==> config.mk <==
export PLATFORM = sky130hd
export DESIGN_NAME = uart_tx_param
export DESIGN_NICKNAME = d
export VERILOG_FILES = /design/src/rtl/uart_tx_param.sv
export SDC_FILE = /design/constraint.sdc
export NUM_CORES = 1
export LEC_CHECK = 0
export BUFFER_PORTS_ARGS = -buffer_cell sky130_fd_sc_hd__buf_2
export CORE_MARGIN = 2
export CORE_UTILIZATION = 32
export DETAILED_ROUTE_END_ITERATION = 7
export HOLD_SLACK_MARGIN = 0.12
export SLEW_MARGIN = 30
export SYNTH_ARGS = -nofsm -noshare
export SYNTH_HDL_FRONTEND = slang
export SYNTH_SLANG_ARGS = --single-unit
==> constraint.sdc <==
create_clock -name clk -period 2.9 [get_ports clk]
set_input_delay 0.435 -clock clk [delete_from_list [all_inputs] [get_ports clk]]
set_output_delay 0.435 -clock clk [all_outputs]
set_load 0.03 [all_outputs]
==> src/rtl/uart_tx_param.sv <==
// uart_tx_param: parametrised UART transmitter with a small input FIFO.
// Ports: clk; nrst (async, active low); data_in/data_valid/data_ready push
// handshake into the FIFO; tx serial line (registered, idles high); busy
// (FIFO non-empty or frame in flight); tx_done one-cycle pulse on the last
// stop-bit clock; fifo_count FIFO occupancy.
// Optional parity bit after the data: define UART_TX_PARITY_EN.
module uart_tx_param #(
  parameter int CLK_HZ     = 12000000,
  parameter int BAUD       = 9600,
  parameter int DATA_W     = 8,
  parameter int STOP_BITS  = 1,
  parameter int FIFO_DEPTH = 4,
  parameter int PARITY_ODD = 0
) (
  input  logic                        clk,
  input  logic                        nrst,
  input  logic [DATA_W-1:0]           data_in,
  input  logic                        data_valid,
  output logic                        data_ready,
  output logic                        tx,
  output logic                        busy,
  output logic                        tx_done,
  output logic [$clog2(FIFO_DEPTH):0] fifo_count
);

  localparam int DIV = CLK_HZ / BAUD;
  localparam int CW  = (DIV > 1) ? $clog2(DIV) : 1;
  localparam int AW  = $clog2(FIFO_DEPTH);

  localparam logic [CW-1:0] BAUD_LAST = CW'(DIV - 1);
  localparam logic [3:0]    DATA_LAST = 4'(DATA_W - 1);
  localparam logic [3:0]    STOP_LAST = 4'(STOP_BITS - 1);
  localparam logic [AW:0]   FULL_CNT  = (AW + 1)'(FIFO_DEPTH);

  localparam logic [2:0] S_IDLE   = 3'd0;
  localparam logic [2:0] S_START  = 3'd1;
  localparam logic [2:0] S_DATA   = 3'd2;
`ifdef UART_TX_PARITY_EN
  localparam logic [2:0] S_PARITY = 3'd3;
  localparam logic       ODD      = 1'(PARITY_ODD);
`endif
  localparam logic [2:0] S_STOP   = 3'd4;

  logic [DATA_W-1:0] mem_q [FIFO_DEPTH];
  logic [AW-1:0]     wr_ptr_q;
  logic [AW-1:0]     rd_ptr_q;
  logic [AW:0]       count_q;
  logic              full;
  logic              empty;
  logic              push;
  logic              pop;
  logic [DATA_W-1:0] head;

  logic [2:0]        state_q, state_d;
  logic [CW-1:0]     baud_q, baud_d;
  logic [3:0]        bit_q, bit_d;
  logic [DATA_W-1:0] shreg_q, shreg_d;
  logic              tx_q, tx_d;
  logic              tick;
`ifdef UART_TX_PARITY_EN
  logic              par_q, par_d;
`endif

  assign full       = (count_q == FULL_CNT);
  assign empty      = (count_q == '0);
  assign push       = data_valid && !full;
  assign head       = mem_q[rd_ptr_q];
  assign data_ready = !full;
  assign fifo_count = count_q;
  assign tx         = tx_q;
  assign busy       = !empty || (state_q != S_IDLE);
  assign tick       = (baud_q == BAUD_LAST);
  assign tx_done    = (state_q == S_STOP) && tick
                   && (bit_q == STOP_LAST);

  // Storage needs no reset: occupancy and pointers define validity.
  always_ff @(posedge clk) begin
    if (push) mem_q[wr_ptr_q] <= data_in;
  end

  always_ff @(posedge clk or negedge nrst) begin
    if (!nrst) begin
      wr_ptr_q <= '0;
      rd_ptr_q <= '0;
      count_q  <= '0;
    end else begin
      if (push) wr_ptr_q <= wr_ptr_q + 1'b1;
      if (pop)  rd_ptr_q <= rd_ptr_q + 1'b1;
      if (push && !pop)      count_q <= count_q + 1'b1;
      else if (pop && !push) count_q <= count_q - 1'b1;
    end
  end

  always_comb begin
    state_d = state_q;
    baud_d  = baud_q;
    bit_d   = bit_q;
    shreg_d = shreg_q;
    tx_d    = tx_q;
    pop     = 1'b0;
`ifdef UART_TX_PARITY_EN
    par_d   = par_q;
`endif
    if (state_q != S_IDLE) baud_d = tick ? '0 : baud_q + 1'b1;
    unique case (state_q)
      S_IDLE: begin
        if (!empty) begin
          pop     = 1'b1;
          shreg_d = head;
`ifdef UART_TX_PARITY_EN
          par_d   = (^head) ^ ODD;
`endif
          tx_d    = 1'b0;
          baud_d  = '0;
          state_d = S_START;
        end
      end
      S_START: begin
        if (tick) begin
          state_d = S_DATA;
          bit_d   = '0;
          tx_d    = shreg_q[0];
        end
      end
      S_DATA: begin
        if (tick) begin
          if (bit_q == DATA_LAST) begin
            bit_d   = '0;
`ifdef UART_TX_PARITY_EN
            state_d = S_PARITY;
            tx_d    = par_q;
`else
            state_d = S_STOP;
            tx_d    = 1'b1;
`endif
          end else begin
            bit_d   = bit_q + 1'b1;
            shreg_d = shreg_q >> 1;
            tx_d    = shreg_q[1];
          end
        end
      end
`ifdef UART_TX_PARITY_EN
      S_PARITY: begin
        if (tick) begin
          state_d = S_STOP;
          bit_d   = '0;
          tx_d    = 1'b1;
        end
      end
`endif
      S_STOP: begin
        if (tick) begin
          if (bit_q != STOP_LAST) begin
            bit_d = bit_q + 1'b1;
          end else if (!empty) begin
            // Chain straight into the next start bit.
            pop     = 1'b1;
            shreg_d = head;
`ifdef UART_TX_PARITY_EN
            par_d   = (^head) ^ ODD;
`endif
            tx_d    = 1'b0;
            state_d = S_START;
          end else begin
            state_d = S_IDLE;
            tx_d    = 1'b1;
          end
        end
      end
      default: begin
        state_d = S_IDLE;
        tx_d    = 1'b1;
      end
    endcase
  end

  always_ff @(posedge clk or negedge nrst) begin
    if (!nrst) begin
      state_q <= S_IDLE;
      baud_q  <= '0;
      bit_q   <= '0;
      shreg_q <= '0;
      tx_q    <= 1'b1;
`ifdef UART_TX_PARITY_EN
      par_q   <= 1'b0;
`endif
    end else begin
      state_q <= state_d;
      baud_q  <= baud_d;
      bit_q   <= bit_d;
      shreg_q <= shreg_d;
      tx_q    <= tx_d;
`ifdef UART_TX_PARITY_EN
      par_q   <= par_d;
`endif
    end
  end

endmodule
==> run metrics <==
status=finished, final reports clean; number of synthesized flops with an enable pin=32; share of flip-flops with an asynchronous set or reset=51.52%; largest net degree at the start of global routing=35; Starting Density=33.01%; CTS tree=yes; Main synth FF type=dfrtp_1; vias in the first global route=2035; register area=1813 um2; worst path cell trace=inv_1 > ha_1 > nor4bb_1 > nand4_1 > a21o_1 > ha_1 > inv_1 > fa_1 > mux2_2; maximum VDD drop=416.4 uV; wire length per cell=14.53 um; CP Launch Point=baud_q[1]$_DFF_PN0_; Antenna Violating Nets Remaining=0; FMAX=406.9 MHz; cell accounting for the most synthesized area=edfxtp_1; Post-Syn Area per Cell=13.29 um2; RD Place Congestion=0.7703; post-synth top area share=29.64%; cell row count=36; clock buffer depth=2; IO Port Bufs=17; Max-Cap Viols=0; crit path kind=reg -> reg; gr ovfl total=0; hold violation total from the final report=0; area of the multi-input gates=1353 um2; fin. max-slew vios=0; layout cell share with drive strength beyond 1=27.04%; Root Driver=clkbuf_8; 1st-iter DRT viols=82; Cells after Synth=244; via count=1980; Synth area leaders=edfxtp_1 (30%), dfrtp_1 (25%), mux2_2 (6.6%), mux4_2 (5.6%), ha_1 (3.5%); critical path endpoint category=flip-flop; sequential element share of the synthesized area=55.92%; Nets=286; first-pass GRT wire length=10200 um; Required @ worst endpoint=3.13 ns; drt total wl=5856 um; CTS buffer count=9; Setup TNS=0 ns; synthesized area=3242 um2; First-pass DRT Iterations=4; Crit path arrival time=2.69 ns; reg2reg path depth=9; Worst-Margin Slew=0.7914 ns; # clock sinks=66; Synth Register Bits=66; initial antenna violation count=0; # fillers=969; # Post-CTS Setup Buffers=0; post_cts resized=0; Worst slew margin=47.24%; Die Span Y=104.7 um; Post-CTS Hold Buffers=0; I/O Pins=18; final setup vio count=0; P_leak=1.466 nW; routed vias/inst=4.913; Core ar.=9819 um2; Area growth, synth to finish=14.51%; YS warnings=0; Pwr Total=2.507 mW; Inserted Diodes=0; skew final=0.005489 ns; Setup crit start kind=flip-flop; R2R Setup Slk=0.44 ns; Crit Reg-Reg Startpoint=baud_q[1]$_DFF_PN0_; CTS H-tree depth=3; slowest CP cell=dfrtp_1; CP Capture Point=fifo_count[1]$_DFFE_PN0P_; final worst-path cycle share=84.74%; Final HPWL DP=4137 um; remaining routing DRC violations=0; gr usage total=11.95%; HP Class=in -> async; RSZ-0062 raised after global routing=false; Die ar.=10950 um2; Skew-Pair Late Insertion Delay=0.34 ns; synth unique cells=55; minimum clock period=2.458 ns; Critical Path Max Stage Delay=0.40 ns; Core Util, Final=37.81%; Worst Path Max Fanout=4; PD cells=675.4 nW/um2; die width=104.7 um; synthesized net count=265; r2r endpoint=fifo_count[1]$_DFFE_PN0P_; CTS clk-pin slew, worst paths=0.07 ns
[synthesized netlist by cell type (4+ instances only)]
| library cell | number |
|---|---|
| dfrtp_1 | 33 |
| edfxtp_1 | 32 |
| mux2_2 | 19 |
| nand2_1 | 10 |
| nand3_1 | 10 |
| a21oi_1 | 9 |
| ha_1 | 9 |
| nor2_1 | 9 |
| inv_1 | 8 |
| mux4_2 | 8 |
| a31oi_1 | 7 |
| and3_1 | 7 |
| o21ai_0 | 7 |
| buf_2 | 6 |
| xnor2_1 | 6 |
| nand3b_1 | 4 |
| nor2b_1 | 4 |
| nor3_1 | 4 |
| xor2_1 | 4 |
[how the worst min path moves through the flow]
stage	from	to	slack (ns)	cells past startpoint
6_report	nrst	fifo_count[2]$_DFFE_PN0P_	0.17	1
5_1_grt	nrst	shreg_q[1]$_DFFE_PN0P_	0.24	1
4_1_cts	nrst	shreg_q[1]$_DFFE_PN0P_	0.19	1
3_5_place_dp	shreg_q[5]$_DFFE_PN0P_	shreg_q[5]$_DFFE_PN0P_	0.50	1
3_3_place_gp	shreg_q[7]$_DFFE_PN0P_	shreg_q[7]$_DFFE_PN0P_	0.48	1
2_1_floorplan	nrst	baud_q[0]$_DFF_PN0_	0.14	0
[layer usage]
metal	wire, um	global-route usage (%)
met5	0	0
met1	2678	15.29
met3	214	2.994
met2	2900	19.14
met4	63	5.429
[kinds of logic after synthesis]
| kind of cell | synth area share, % |
|---|---|
| and+or+nand+nor | 13.82 |
| DFF | 55.92 |
| AOI/OAI and AO/OA | 8.028 |
| muxes | 13.08 |
| buffers and inverters | 2.354 |
| xor gates and xnor gates | 2.702 |
| adders and majority gates | 4.091 |
[critical path: cells and delay by family, from the launching register on]
| kind | cells | cell delay (ns) |
|---|---|---|
| flip-flops | 1 | 0.40 |
| multiplexers | 1 | 0.27 |
| AND/OR/NAND/NOR | 2 | 0.52 |
| adder cells (fa/ha/maj) | 3 | 0.76 |
| buffers and inverters | 2 | 0.15 |
| AO/OA/AOI/OAI | 1 | 0.25 |
[cells in the final DEF, fill, tap and decap left out, types with 2 or more instances in the layout]
master     count
nand2_1       10
clkinv_4       2
a22oi_1        2
xor2_1         4
bufinv_16      3
nand4_1        2
inv_1          8
dfrtp_1       33
mux2i_1        3
xnor2_1        6
and3_2         3
and3_1         7
mux2_2        19
mux4_2         8
edfxtp_1      32
nor2_1         9
buf_2         17
clkbuf_8       9
nor3_1         4
o22ai_1        2
buf_4          3
nor4_1         2
nand2b_1       2
nor2b_1        4
a31oi_1        7
a21oi_1        9
o21ai_0        7
nand3b_1       4
nand3_1       10
ha_1           9
or3_1          2
[final cells by class]
class                           instances  share of cell area, %
Clock buffer                           10                  3.438
Clock inverter                          6                  3.101
Multi-Input combinational cell        160                  36.43
Tap cell                              133                  4.483
Timing Repair Buffer                   20                  2.899
Inverter                                8                 0.8089
Sequential cell                        66                  48.84
[flip-flops by register name, summed over array words and instances, names as in the netlist]
register / count
tx: 1
baud_q: 11
state_q: 3
rd_ptr_q: 2
fifo_count: 3
mem_q: 32
shreg_q: 8
wr_ptr_q: 2
bit_q: 4
[report_power, final]
part	switching [mW]	internal (mW)	total, mW
Sequential	0.0650	1.12	1.19
Combinational	0.238	0.151	0.389
Clock	0.358	0.574	0.932
Total	0.661	1.85	2.51
[metrics by stage]
stage	setup WS [ns]	hold WS, ns	cell area [um2]	instances
finish	0.4424	0.1736	3712	403
global route	0.1972	0.2352	3712	403
CTS	0.4405	0.1946	3712	403
detailed placement	0.4548	0.4959	3470	387
global placement	0.5006	0.4846	3470	387
floorplan	0.6090	0.1394	3242	244
No activity file was read; power rests on OpenSTA's default activity.
